==> src/rtl/axi_write_pkg.sv <==
// Shared definitions for the AXI write-data/write-response initiator.
//   RESP_*      : B-channel response encodings
//   wm_state_t  : control FSM states of axi_write_master
//   resp_is_err : classifies a B response as an error (SLVERR/DECERR)
package axi_write_pkg;

  localparam logic [1:0] RESP_OKAY   = 2'b00;
  localparam logic [1:0] RESP_EXOKAY = 2'b01;
  localparam logic [1:0] RESP_SLVERR = 2'b10;
  localparam logic [1:0] RESP_DECERR = 2'b11;

  typedef enum logic [1:0] {
    IDLE   = 2'd0,
    W_SEND = 2'd1,
    B_WAIT = 2'd2
  } wm_state_t;

  function automatic logic resp_is_err(input logic [1:0] r);
    case (r)
      RESP_OKAY, RESP_EXOKAY:   return 1'b0;
      RESP_SLVERR, RESP_DECERR: return 1'b1;
      default:                  return 1'b1;
    endcase
  endfunction

endpackage

==> src/rtl/axi_write_master_fifo.sv <==
// Small synchronous FIFO buffering user words ahead of the W channel.
//   clk, rstn : clock, asynchronous active-low reset (flushes the FIFO)
//   push_i    : write data_i when not full
//   data_i    : word to store
//   pop_i     : discard the head entry when not empty
//   head_o    : oldest stored word, read straight from the storage registers
//   full_o    : no free entry
//   empty_o   : no stored entry
module axi_wr_fifo #(
  parameter int DATA_W = 32,
  parameter int DEPTH  = 4
) (
  input  logic              clk,
  input  logic              rstn,
  input  logic              push_i,
  input  logic [DATA_W-1:0] data_i,
  input  logic              pop_i,
  output logic [DATA_W-1:0] head_o,
  output logic              full_o,
  output logic              empty_o
);

  localparam int AW = $clog2(DEPTH);

  // Pointers carry one extra wrap bit so full and empty are distinguishable
  // when the index bits coincide.
  logic [AW:0]       wr_ptr_q, wr_ptr_d;
  logic [AW:0]       rd_ptr_q, rd_ptr_d;
  logic [DATA_W-1:0] mem_q [DEPTH];
  logic              do_push, do_pop;

  assign full_o  = (wr_ptr_q[AW] != rd_ptr_q[AW]) &&
                   (wr_ptr_q[AW-1:0] == rd_ptr_q[AW-1:0]);
  assign empty_o = (wr_ptr_q == rd_ptr_q);
  assign head_o  = mem_q[rd_ptr_q[AW-1:0]];

  assign do_push = push_i && !full_o;
  assign do_pop  = pop_i && !empty_o;

  always_comb begin
    wr_ptr_d = wr_ptr_q;
    rd_ptr_d = rd_ptr_q;
    if (do_push) wr_ptr_d = wr_ptr_q + (AW+1)'(1);
    if (do_pop)  rd_ptr_d = rd_ptr_q + (AW+1)'(1);
  end

  always_ff @(posedge clk or negedge rstn) begin
    if (!rstn) begin
      wr_ptr_q <= '0;
      rd_ptr_q <= '0;
    end else begin
      wr_ptr_q <= wr_ptr_d;
      rd_ptr_q <= rd_ptr_d;
    end
  end

  // Storage is never reset; a flush only needs the pointers.
  always_ff @(posedge clk) begin
    if (do_push) mem_q[wr_ptr_q[AW-1:0]] <= data_i;
  end

endmodule

==> src/rtl/axi_write_master.sv <==
// AXI4 W/B-channel write initiator. User words are queued in a FIFO, each
// sent as a single W beat, and the B response is awaited before the next.
//   clk, rstn          : clock, asynchronous active-low reset
//   usr_data/valid     : producer word and push request
//   usr_ready          : FIFO not full
//   wdata/wvalid/wready: W channel
//   bresp/bvalid/bready: B channel
//   done / err         : one-cycle completion / error (or timeout) pulses
//   last_resp          : response of the last completed transfer
//   timeout            : sticky, cleared by the next OKAY/EXOKAY response
//   err_cnt            : saturating count of err pulses
//   busy               : transfer in flight or words queued
module axi_write_master
  import axi_write_pkg::*;
#(
  parameter int DATA_W  = 32,
  parameter int DEPTH   = 4,
  parameter int TIMEOUT = 256
) (
  input  logic              clk,
  input  logic              rstn,
  input  logic [DATA_W-1:0] usr_data,
  input  logic              usr_valid,
  output logic              usr_ready,
  output logic [DATA_W-1:0] wdata,
  output logic              wvalid,
  input  logic              wready,
  input  logic [1:0]        bresp,
  input  logic              bvalid,
  output logic              bready,
  output logic              done,
  output logic              err,
  output logic [1:0]        last_resp,
  output logic              timeout,
  output logic [7:0]        err_cnt,
  output logic              busy
);

  localparam int TO_W = (TIMEOUT > 0) ? $clog2(TIMEOUT + 1) : 1;
  // Counter value on which the final silent B_WAIT cycle is spent.
  localparam logic [TO_W-1:0] TO_LAST = TO_W'((TIMEOUT > 0) ? TIMEOUT - 1 : 0);

  function automatic logic [7:0] sat_inc8(input logic [7:0] v);
    return (v == 8'hFF) ? v : v + 8'd1;
  endfunction

  wm_state_t         state_q, state_d;
  logic [DATA_W-1:0] wdata_q, wdata_d;
  logic              wvalid_q, wvalid_d;
  logic              bready_q, bready_d;
  logic              done_q, done_d;
  logic              err_q, err_d;
  logic [1:0]        last_resp_q, last_resp_d;
  logic              timeout_q, timeout_d;
  logic [7:0]        err_cnt_q, err_cnt_d;
  logic [TO_W-1:0]   to_cnt_q, to_cnt_d;

  logic              fifo_pop;
  logic [DATA_W-1:0] fifo_head;
  logic              fifo_full, fifo_empty;

  axi_wr_fifo #(
    .DATA_W (DATA_W),
    .DEPTH  (DEPTH)
  ) u_fifo (
    .clk     (clk),
    .rstn    (rstn),
    .push_i  (usr_valid),
    .data_i  (usr_data),
    .pop_i   (fifo_pop),
    .head_o  (fifo_head),
    .full_o  (fifo_full),
    .empty_o (fifo_empty)
  );

  assign usr_ready = !fifo_full;
  assign busy      = (state_q != IDLE) || !fifo_empty;

  assign wdata     = wdata_q;
  assign wvalid    = wvalid_q;
  assign bready    = bready_q;
  assign done      = done_q;
  assign err       = err_q;
  assign last_resp = last_resp_q;
  assign timeout   = timeout_q;
  assign err_cnt   = err_cnt_q;

  always_comb begin
    state_d     = state_q;
    wdata_d     = wdata_q;
    wvalid_d    = wvalid_q;
    bready_d    = bready_q;
    done_d      = 1'b0;
    err_d       = 1'b0;
    last_resp_d = last_resp_q;
    timeout_d   = timeout_q;
    err_cnt_d   = err_cnt_q;
    to_cnt_d    = to_cnt_q;
    fifo_pop    = 1'b0;

    case (state_q)
      IDLE: begin
        if (!fifo_empty) begin
          fifo_pop = 1'b1;
          wdata_d  = fifo_head;
          wvalid_d = 1'b1;
          state_d  = W_SEND;
        end
      end

      W_SEND: begin
        if (wvalid_q && wready) begin
          wvalid_d = 1'b0;
          bready_d = 1'b1;
          to_cnt_d = '0;
          state_d  = B_WAIT;
        end
      end

      B_WAIT: begin
        if (bvalid && bready_q) begin
          bready_d    = 1'b0;
          last_resp_d = bresp;
          if (resp_is_err(bresp)) begin
            err_d     = 1'b1;
            err_cnt_d = sat_inc8(err_cnt_q);
          end else begin
            done_d    = 1'b1;
            timeout_d = 1'b0;
          end
          state_d = IDLE;
        end else if (TIMEOUT != 0) begin
          // Silent slave: give up after TIMEOUT cycles and drop the word.
          if (to_cnt_q == TO_LAST) begin
            bready_d  = 1'b0;
            err_d     = 1'b1;
            timeout_d = 1'b1;
            err_cnt_d = sat_inc8(err_cnt_q);
            state_d   = IDLE;
          end else begin
            to_cnt_d = to_cnt_q + TO_W'(1);
          end
        end
      end

      default: state_d = IDLE;
    endcase
  end

  always_ff @(posedge clk or negedge rstn) begin
    if (!rstn) begin
      state_q     <= IDLE;
      wdata_q     <= '0;
      wvalid_q    <= 1'b0;
      bready_q    <= 1'b0;
      done_q      <= 1'b0;
      err_q       <= 1'b0;
      last_resp_q <= RESP_OKAY;
      timeout_q   <= 1'b0;
      err_cnt_q   <= 8'd0;
      to_cnt_q    <= '0;
    end else begin
      state_q     <= state_d;
      wdata_q     <= wdata_d;
      wvalid_q    <= wvalid_d;
      bready_q    <= bready_d;
      done_q      <= done_d;
      err_q       <= err_d;
      last_resp_q <= last_resp_d;
      timeout_q   <= timeout_d;
      err_cnt_q   <= err_cnt_d;
      to_cnt_q    <= to_cnt_d;
    end
  end

endmodule

==> config.mk <==
export PLATFORM = sky130hd
export DESIGN_NAME = axi_write_master
export DESIGN_NICKNAME = d
export VERILOG_FILES = /design/src/rtl/axi_write_pkg.sv /design/src/rtl/axi_write_master_fifo.sv /design/src/rtl/axi_write_master.sv
export SDC_FILE = /design/constraint.sdc
export NUM_CORES = 1
export LEC_CHECK = 0
export CAP_MARGIN = 10
export CORE_UTILIZATION = 35
export CTS_CLUSTER_DIAMETER = 120
export DETAILED_ROUTE_END_ITERATION = 6
export SYNTH_ARGS = -nofsm -noshare
export SYNTH_HDL_FRONTEND = slang
export SYNTH_SLANG_ARGS = --single-unit
==> constraint.sdc <==
create_clock -name clk -period 2.66 [get_ports clk]
set_clock_uncertainty 0.05 [all_clocks]
set_input_delay 0.266 -clock clk [delete_from_list [all_inputs] [get_ports clk]]
set_output_delay 0.266 -clock clk [all_outputs]
set_load 0.1 [all_outputs]
==> results.sh, run 1 <==
export IMPL_fmax_mhz=436.4
export IMPL_synth_ff_type="edfxtp_1"
export IMPL_finalHoldViolations=0
export IMPL_grt_pass1_vias=3985
export IMPL_ys_seq_area_share_pct=72.82
export IMPL_syn_mean_instance_area_sq_um=19.73
export IMPL_grt_start_max_net_pins=65
export IMPL_coreArea_sq_mm=0.02096
export IMPL_rsz0062_at_grt="no"
export IMPL_grt_use_total_pct=13.62
export IMPL_path_clk_slew_ns=0.07
export IMPL_rows=53
export IMPL_cts_tree="done"
export IMPL_slew_violations=0
export IMPL_numClockSinks=192
export IMPL_port_buffers=87
export IMPL_worst_slew_pin_slew_ns=0.9107
export IMPL_ctsResizeCount=0
export IMPL_clk_path_buf_depth=2
export IMPL_ys_types=40
export IMPL_r2r_start="to_cnt_q[0]"
export IMPL_synth_most_common_cell="edfxtp_1"
export IMPL_crit_arrival_ns=2.55
export IMPL_grt_pass1_wl_um=22060
export IMPL_die_w_um=148.2
export IMPL_ios=88
export IMPL_min_period_over_period_pct=86.15
export IMPL_drt_iter0_markers=129
export IMPL_stdcell_area_sq_mm=0.009260
export IMPL_dpl_instance_area_sq_mm=0.008615
export IMPL_holdBufCountCts=1
export IMPL_area_growth_synth_to_final_pct=23.85
export IMPL_worstSetupPathType="reg2reg"
export IMPL_r2r_cells=8
export IMPL_route_vias_total=3748
export IMPL_yosys_top_cells_area="edfxtp_1, dfrtp_1, mux4_2"
export IMPL_antenna_cells=0
export IMPL_drc=0
export IMPL_min_path_cells=2
export IMPL_wl_per_cell_um=18.00
export IMPL_synth_top_area_share_pct=51.41
export IMPL_final_net_count=531
export IMPL_cts_root_buf="clkbuf_16"
export IMPL_antenna_found_initial=0
export IMPL_post_cts_buffers=0
export IMPL_hold_path_end="last_resp[0]"
export IMPL_synth_edff_count=128
export IMPL_hp_start="bresp[0]"
export IMPL_p_leak_nw=3.562
export IMPL_grt_ovfl_total=0
export IMPL_dieArea_sq_mm=0.02195
export IMPL_r2r_end="err_cnt[1]"
export IMPL_status="finished clean"
export IMPL_cts_buffers=17
export IMPL_dp_hpwl_um=8426
export IMPL_r2r_slack_ns=0.37
export IMPL_yosysWarnings=0
export IMPL_globalplace_congestion=0.7710
export IMPL_ant_nets=0
export IMPL_maxCapViolations=0
export IMPL_holdWs_ns=0.4055
export IMPL_clk_latency_ns=0.43
export IMPL_syn_cell_area_sq_mm=0.007477
export IMPL_start_util_pct=35.68
export IMPL_irDropWorstVdd_mv=0.4557
export IMPL_ys_top_cells_by_count="edfxtp_1, dfrtp_1, mux4_2"
export IMPL_final_layout_size_suffix_gt1_share_pct=34.21
export IMPL_hold_path_class="in2reg"
export IMPL_slew_headroom_pct=39.29
export IMPL_startpoint_type="flop"
export IMPL_synth_seq_cells=192
export IMPL_fp_dieH_um=148.2
export IMPL_critPathRequiredTime_ns=2.92
export IMPL_synthCells=379
export IMPL_setup_viol=0
export IMPL_critPathCaptureType="flop"
export IMPL_viasPerCell=4.855
export IMPL_yosys_area_top_type="edfxtp_1"
export IMPL_cellPowerDensity_mw_per_mm2=776.9
export IMPL_firstDrtPassIters=6
export IMPL_wl_um=13900
export IMPL_min_period_ns=2.292
export IMPL_cp_max_fo=5
export IMPL_syn_nets=426
export IMPL_h_tree_depth=4
export IMPL_ys_async_sr_fraction_pct=33.33
-- worst max-delay path, cell delays in order, from the launching register on --
cell	delay, ns
dfrtp_1	0.40
ha_1	0.24
nand3_1	0.10
nor2_1	0.10
ha_1	0.22
a21bo_2	0.25
a21oi_2	0.21
o21a_1	0.25
mux2_2	0.36
-- per-layer routing --
layer / global-route usage (%) / wire (um) / vias up
met5: 0 / 0 / -
met1: 17.78 / 6338 / 1939
li1: - / - / 1704
met4: 4.278 / 150 / 0
met2: 21.95 / 6788 / 91
met3: 3.896 / 621 / 14
-- sequential cells by signal, indices dropped and copies added, names as in the netlist --
signal	count
u_fifo.mem_q	128
wdata	32
to_cnt_q	9
err_cnt	8
u_fifo.rd_ptr_q	3
u_fifo.wr_ptr_q	3
last_resp	2
state_q	2
bready	1
done	1
err	1
timeout	1
wvalid	1
-- area by class of cell --
| type | instances | area (sq um) |
|---|---|---|
| Inverter | 4 | 15.01 |
| Fill cell | 1849 | 11700 |
| Clock inverter | 13 | 182.7 |
| Timing Repair Buffer | 99 | 875.8 |
| Multi-Input combinational cell | 170 | 1942 |
| Tap cell | 275 | 344.1 |
| Sequential cell | 192 | 5448 |
| Clock buffer | 19 | 452.9 |
-- layout by cell type, fill, tap and decap left out, drive strengths merged, types with 2 or more instances in the layout --
cell type        n
edfxtp         128
dfrtp           64
buf             61
mux2            41
clkdlybuf4s50   37
mux4            32
clkbuf          19
nand2           12
nand3           10
nor2            10
ha               8
xnor2            7
nand4            6
inv              6
clkinv           6
and3             6
o21ai            5
a21oi            5
xor2             4
a31oi            4
bufinv           4
mux2i            3
nor2b            2
a21o             2
a311oi           2
-- power by group --
group	internal [W]	total, W	switching, W
clock	0.00163	0.00270	0.00107
combinational	0.000277	0.000741	0.000465
sequential	0.00365	0.00375	0.000104
-- worst max-delay path by stage --
stage,cells past startpoint,endpoint,from
floorplan,4,u_fifo.mem_q[0][0],u_fifo.rd_ptr_q[1]
global placement,8,err_cnt[1],to_cnt_q[0]
detailed placement,8,err_cnt[1],to_cnt_q[0]
CTS,8,err_cnt[1],to_cnt_q[0]
global route,8,err_cnt[1],to_cnt_q[0]
finish,8,err_cnt[1],to_cnt_q[0]
-- cell families after synthesis --
kind of cell    synth area share (%)
xor+xnor                       1.489
buf+inv                        1.322
compound gates                 2.075
simple gates                   3.732
mux                            17.22
fa+ha+maj                      1.339
flops                          72.82
-- through the flow --
| stage | utilization [%] | power, W | TNS, ns | setup slack, ns | std cells |
|---|---|---|---|---|---|
| after global routing | 44.19 | 0.007500 | 0 | 0.2157 | 772 |
| after global placement | 41.11 | 0.004544 | 0 | 0.5008 | 739 |
| after floorplan | - | 0.004215 | -12.07 | -0.1258 | 379 |
| after detailed placement | 41.11 | 0.004593 | 0 | 0.4238 | 739 |
| final | 44.19 | 0.007194 | 0 | 0.3684 | 772 |
| after CTS | 44.19 | 0.007307 | 0 | 0.3847 | 772 |
Power figures use the tool's default switching activity.
==> run 2, diff against run 1 <==
CORE_MARGIN = 2   (was default)
==> run 2 against run 1 <==
- non-clock buffer count is 2 higher
- critical endpoint is now busy
- global-route usage is 0.28 points lower
- hold slack worse by 0.056 ns
- sequential power hardly changed
- clock-buffer cell count is 2 higher
- fmax hardly changed
- design area is 0.43% lower
- combinational power hardly changed
==> results.sh, run 2 (same netlist as run 1, synthesis figures left out) <==
export IMPL_status="finished clean"
export IMPL_slew_headroom_pct=58.13
export IMPL_startpoint_type="flop"
export IMPL_crit_arrival_ns=1.97
export IMPL_min_period_ns=2.290
export IMPL_cpLargestDelayFamily="simple AND/OR/NAND/NOR gates"
export IMPL_cts_buffers=17
export IMPL_critPathRequiredTime_ns=2.34
export IMPL_ios=88
export IMPL_p_leak_nw=3.540
export IMPL_critPathMaxStageDelay_ns=0.41
export IMPL_fillers=1831
export IMPL_drt_iter0_markers=190
export IMPL_grt_ovfl_total=0
export IMPL_critPathCaptureType="output port"
export IMPL_stdcell_area_sq_mm=0.009220
export IMPL_setup_viol=0
export IMPL_h_tree_depth=4
export IMPL_cellPowerDensity_mw_per_mm2=751.4
export IMPL_dp_slack_ns=0.4026
export IMPL_dieArea_sq_mm=0.02255
export IMPL_final_common_cell="edfxtp_1"
export IMPL_multi_input_area_sq_mm=0.001942
export IMPL_critical_path_startpoint="u_fifo.rd_ptr_q[2]"
export IMPL_numClockSinks=192
export IMPL_worstSetupPathType="reg2out"
export IMPL_viasPerCell=4.809
export IMPL_wl_per_cell_um=18.32
export IMPL_post_route_util_pct=43.86
export IMPL_start_util_pct=35.57
export IMPL_globalplace_congestion=0.7321
export IMPL_final_net_count=533
export IMPL_wl_um=14180
export IMPL_grt_pass1_vias=4052
export IMPL_cp_slowest_cell="or3_1"
export IMPL_dp_hpwl_um=8835
export IMPL_finalHoldViolations=0
export IMPL_die_w_um=150.2
export IMPL_r2r_start="to_cnt_q[0]"
export IMPL_route_vias_total=3722
export IMPL_irDropWorstVdd_mv=0.4515
export IMPL_ant_nets=0
export IMPL_antenna_cells=0
export IMPL_antenna_found_initial=0
export IMPL_port_buffers=87
export IMPL_fmax_mhz=436.7
export IMPL_worst_slew_pin_slew_ns=0.6280
export IMPL_fin_ws_ns=0.3703
export IMPL_slew_violations=0
export IMPL_firstDrtPassIters=4
export IMPL_crit_buf_inv=1
export IMPL_min_period_over_period_pct=86.08
export IMPL_grt_use_total_pct=13.34
export IMPL_cp_max_fo=3
export IMPL_clk_path_buf_depth=2
export IMPL_holdWs_ns=0.3494
export IMPL_drc=0
export IMPL_regArea_sq_mm=0.005448
export IMPL_fp_dieH_um=150.2
export IMPL_final_cell_mix="edfxtp_1, dfrtp_1, buf_4"
export IMPL_grt_pass1_wl_um=22290
export IMPL_clk_latency_ns=0.42
export IMPL_final_layout_size_suffix_gt1_share_pct=34.07
export IMPL_area_growth_synth_to_final_pct=23.31
export IMPL_hold_path_class="in2async"
export IMPL_coreArea_sq_mm=0.02102
export IMPL_path_cells="xnor2_1, nand3_1, or3_1, buf_12"
export IMPL_cts_root_buf="clkbuf_16"
export IMPL_path_clk_slew_ns=0.07
export IMPL_dpl_instance_area_sq_mm=0.008642
export IMPL_largest_register_ffs=128
export IMPL_rows=53
export IMPL_total_power_w=0.006928
export IMPL_grt_start_max_net_pins=47
export IMPL_maxCapViolations=0
export IMPL_rsz0062_at_grt="no"
export IMPL_cts_tree="done"
## run 2: path summary, 6_finish.rpt
check | to | slack (ns) | depth (start not counted)
worst max-delay path | busy | 0.37 | 4
worst min register to register | to_cnt_q[6] | 0.43 | 1
worst max register to register | err_cnt[7] | 0.38 | 9
worst min-delay path | last_resp[1] | 0.35 | 2
max in group asynchronous | wdata[11] | 1.56 | 3
min in group clk | last_resp[0] | 0.41 | 2
## run 2: timing repair
action	4_1_cts	5_1_grt
gates resized for setup	0	0
buffers inserted	0	0
hold buffers	1	0
hold endpoints to repair	44	0
## run 2: per-stage QoR
stage | cells | setup TNS [ns]
finish | 774 | 0
floorplan | 379 | -12.07
global route | 774 | 0
CTS | 774 | 0
global placement | 741 | 0
detailed placement | 741 | 0
## run 2: per-layer routing
metal,global-route usage [%],wire length [um]
met5,0,0
met4,3.962,147
met3,4.182,605
met2,22.69,7285
met1,16.39,6137
## run 2: layout make-up
class                      instances  share of cell area [%]
clock buffer                      21                   4.994
clock inverter                    11                   1.167
inverter                           4                  0.1628
multi-input combinational        170                   21.06
sequential                       192                   59.09
tap                              275                   3.732
timing repair buffer             101                   9.798
## run 2: report_power, final
part	total, W	switching, W	internal, W
clock	0.00243	0.00108	0.00135
combinational	0.000742	0.000461	0.000280
sequential	0.00376	0.000105	0.00365
==> run 3, diff against run 2 <==
CORE_UTILIZATION = 55   (was 35)
PLACE_DENSITY = 0.79   (was default)
SLEW_MARGIN = 20   (was default)
==> run 3 against run 2 <==
- via count increased by 1.4%
- first-iteration DRC count rose by 29%
- design area decreased by 1.6%
- hold slack better by 0.062 ns
- non-clock buffer count down 5
- highest routed layer unchanged
- register-to-register slack improved by 0.05 ns
- worst setup slack gained 0.055 ns
- global-route usage is 5.9 points higher
- clock power is essentially flat
- largest cell class unchanged
- critical endpoint is now err_cnt[1]
- flip-flop and latch count unchanged
- sequential power about the same
- routed wire length is 9.6% lower
==> results.sh, run 3 (same netlist as run 1, synthesis figures left out) <==
export IMPL_fillers=868
export IMPL_start_util_pct=56.46
export IMPL_min_period_over_period_pct=84.00
export IMPL_numClockSinks=192
export IMPL_grt_use_total_pct=19.26
export IMPL_die_w_um=120.6
export IMPL_setup_viol=0
export IMPL_cts_buffers=17
export IMPL_cp_max_fo=5
export IMPL_fp_dieH_um=120.6
export IMPL_path_clk_slew_ns=0.06
export IMPL_status="finished clean"
export IMPL_fin_cells=670
export IMPL_drc=0
export IMPL_post_route_util_pct=68.52
export IMPL_final_cell_mix="edfxtp_1, dfrtp_1, buf_4"
export IMPL_r2r_cells=8
export IMPL_critPathRequiredTime_ns=2.92
export IMPL_total_power_w=0.006915
export IMPL_sequentialPowerShare_pct=54.4
export IMPL_wl_um=12820
export IMPL_r2r_end="err_cnt[1]"
export IMPL_cts_tree="done"
export IMPL_hold_path_end="last_resp[0]"
export IMPL_ant_nets=0
export IMPL_clk_latency_ns=0.43
export IMPL_min_path_cells=2
export IMPL_final_layout_size_suffix_gt1_share_pct=32.19
export IMPL_critPathCaptureType="flop"
export IMPL_grt_pass1_wl_um=20620
export IMPL_grt_pass1_vias=3907
export IMPL_rows=42
export IMPL_cellPowerDensity_mw_per_mm2=762.1
export IMPL_ctsResizeCount=0
export IMPL_slew_headroom_pct=39.94
export IMPL_cts_root_buf="clkbuf_16"
export IMPL_area_growth_synth_to_final_pct=21.35
export IMPL_route_vias_total=3774
export IMPL_coreArea_sq_mm=0.01324
export IMPL_fmax_mhz=447.6
export IMPL_p_comb_share_pct=10.8
export IMPL_antenna_cells=0
export IMPL_dieArea_sq_mm=0.01454
export IMPL_finalHoldViolations=0
export IMPL_min_period_ns=2.234
export IMPL_clk_path_buf_depth=2
export IMPL_worstSetupPathType="reg2reg"
export IMPL_ios=88
export IMPL_switchingPower_w=0.001551
export IMPL_hp_start="bresp[0]"
export IMPL_port_buffers=87
export IMPL_slew_violations=0
export IMPL_irDropWorstVdd_mv=0.5054
export IMPL_dp_cells=637
export IMPL_crit_arrival_ns=2.49
export IMPL_hold_path_class="in2reg"
export IMPL_viasPerCell=5.633
export IMPL_r2r_slack_ns=0.43
export IMPL_pwr_share_clk_pct=34.8
export IMPL_final_net_count=528
export IMPL_largest_register_ffs=128
export IMPL_globalplace_congestion=0.8068
export IMPL_wl_per_cell_um=19.13
export IMPL_dp_hpwl_um=7762
export IMPL_r2r_start="to_cnt_q[0]"
export IMPL_antenna_found_initial=0
export IMPL_p_leak_nw=3.516
export IMPL_h_tree_depth=4
export IMPL_maxCapViolations=0
export IMPL_rsz0062_at_grt="no"
export IMPL_worst_slew_pin_slew_ns=0.9008
export IMPL_final_common_cell="edfxtp_1"
export IMPL_startpoint_type="flop"
export IMPL_grt_start_max_net_pins=65
export IMPL_drt_iter0_markers=245
export IMPL_firstDrtPassIters=5
export IMPL_p_int_w=0.005364
export IMPL_p_sw_share_pct=22.43
export IMPL_grt_ovfl_total=0
run 3: changes by cell type in the layout (fill, tap and decap cells not counted), sizes merged:
| cell | delta |
|---|---|
| bufinv | +1 |
| clkinvlp | -1 |
| clkinv | +1 |
| buf | -5 |
| inv | -3 |
| clkbuf | +2 |
run 3: critical path: stages, from the launching register on:
cell     delay, ns
dfrtp_1       0.40
ha_1          0.23
nand3_1       0.08
nor2_1        0.09
ha_1          0.22
a21bo_2       0.25
a21oi_2       0.19
o21a_1        0.24
mux2_2        0.35
run 3: repair_timing:
action / in CTS / in global routing
buffers inserted: 0 / 0
hold endpoints to repair: 64 / 0
hold buffers: 1 / 0
run 3: routing by layer:
| layer | share of wire [%] | global-route usage (%) | up-vias | wire length (um) |
|---|---|---|---|---|
| met5 | 0 | 0 | - | 0 |
| met4 | 1.3 | 6.977 | 0 | 168 |
| met3 | 5.2 | 5.708 | 15 | 669 |
| met2 | 49 | 29.91 | 99 | 6285 |
| met1 | 44 | 26.30 | 1963 | 5696 |
| li1 | - | - | 1697 | - |
run 3: final cells by class:
class,instances,area [sq um],area share (%)
multi-input combinational,170,1942,21.40
clock buffer,23,467.9,5.157
sequential,192,5448,60.04
timing repair buffer,96,890.9,9.818
tap,176,220.2,2.427
inverter,4,15.01,0.1655
clock inverter,9,90.09,0.9928
run 3: power by group through the flow:
| stage | Combinational, W | Sequential [W] | Clock (W) |
|---|---|---|---|
| after global placement | 0.000742 | 0.00380 | 0 |
| after detailed placement | 0.000761 | 0.00382 | 0 |
| after CTS | 0.000764 | 0.00376 | 0.00245 |
| after global routing | 0.000806 | 0.00379 | 0.00257 |
| final | 0.000747 | 0.00376 | 0.00241 |
| after floorplan | 0.000430 | 0.00378 | 0 |
run 3: how the worst max path moves through the flow:
stage,startpoint,end,cells past startpoint,slack (ns)
global placement,to_cnt_q[0],err_cnt[1],8,0.51
detailed placement,to_cnt_q[0],err_cnt[1],8,0.46
finish,to_cnt_q[0],err_cnt[1],8,0.43
global route,to_cnt_q[0],err_cnt[1],8,0.28
CTS,to_cnt_q[0],err_cnt[1],8,0.43
floorplan,u_fifo.rd_ptr_q[1],u_fifo.mem_q[0][0],4,-0.13
run 3: per-stage QoR:
step                worst slack, ns  TNS [ns]  hold slack [ns]  area, sq um
CTS                          0.4262         0           0.4013         9074
detailed placement           0.4578         0           0.4038         8506
global placement             0.5129         0           0.4012         8506
global route                 0.2797         0           0.4103         9074
finish                       0.4256         0           0.4117         9074
floorplan                   -0.1258    -12.07         -0.07959         7486
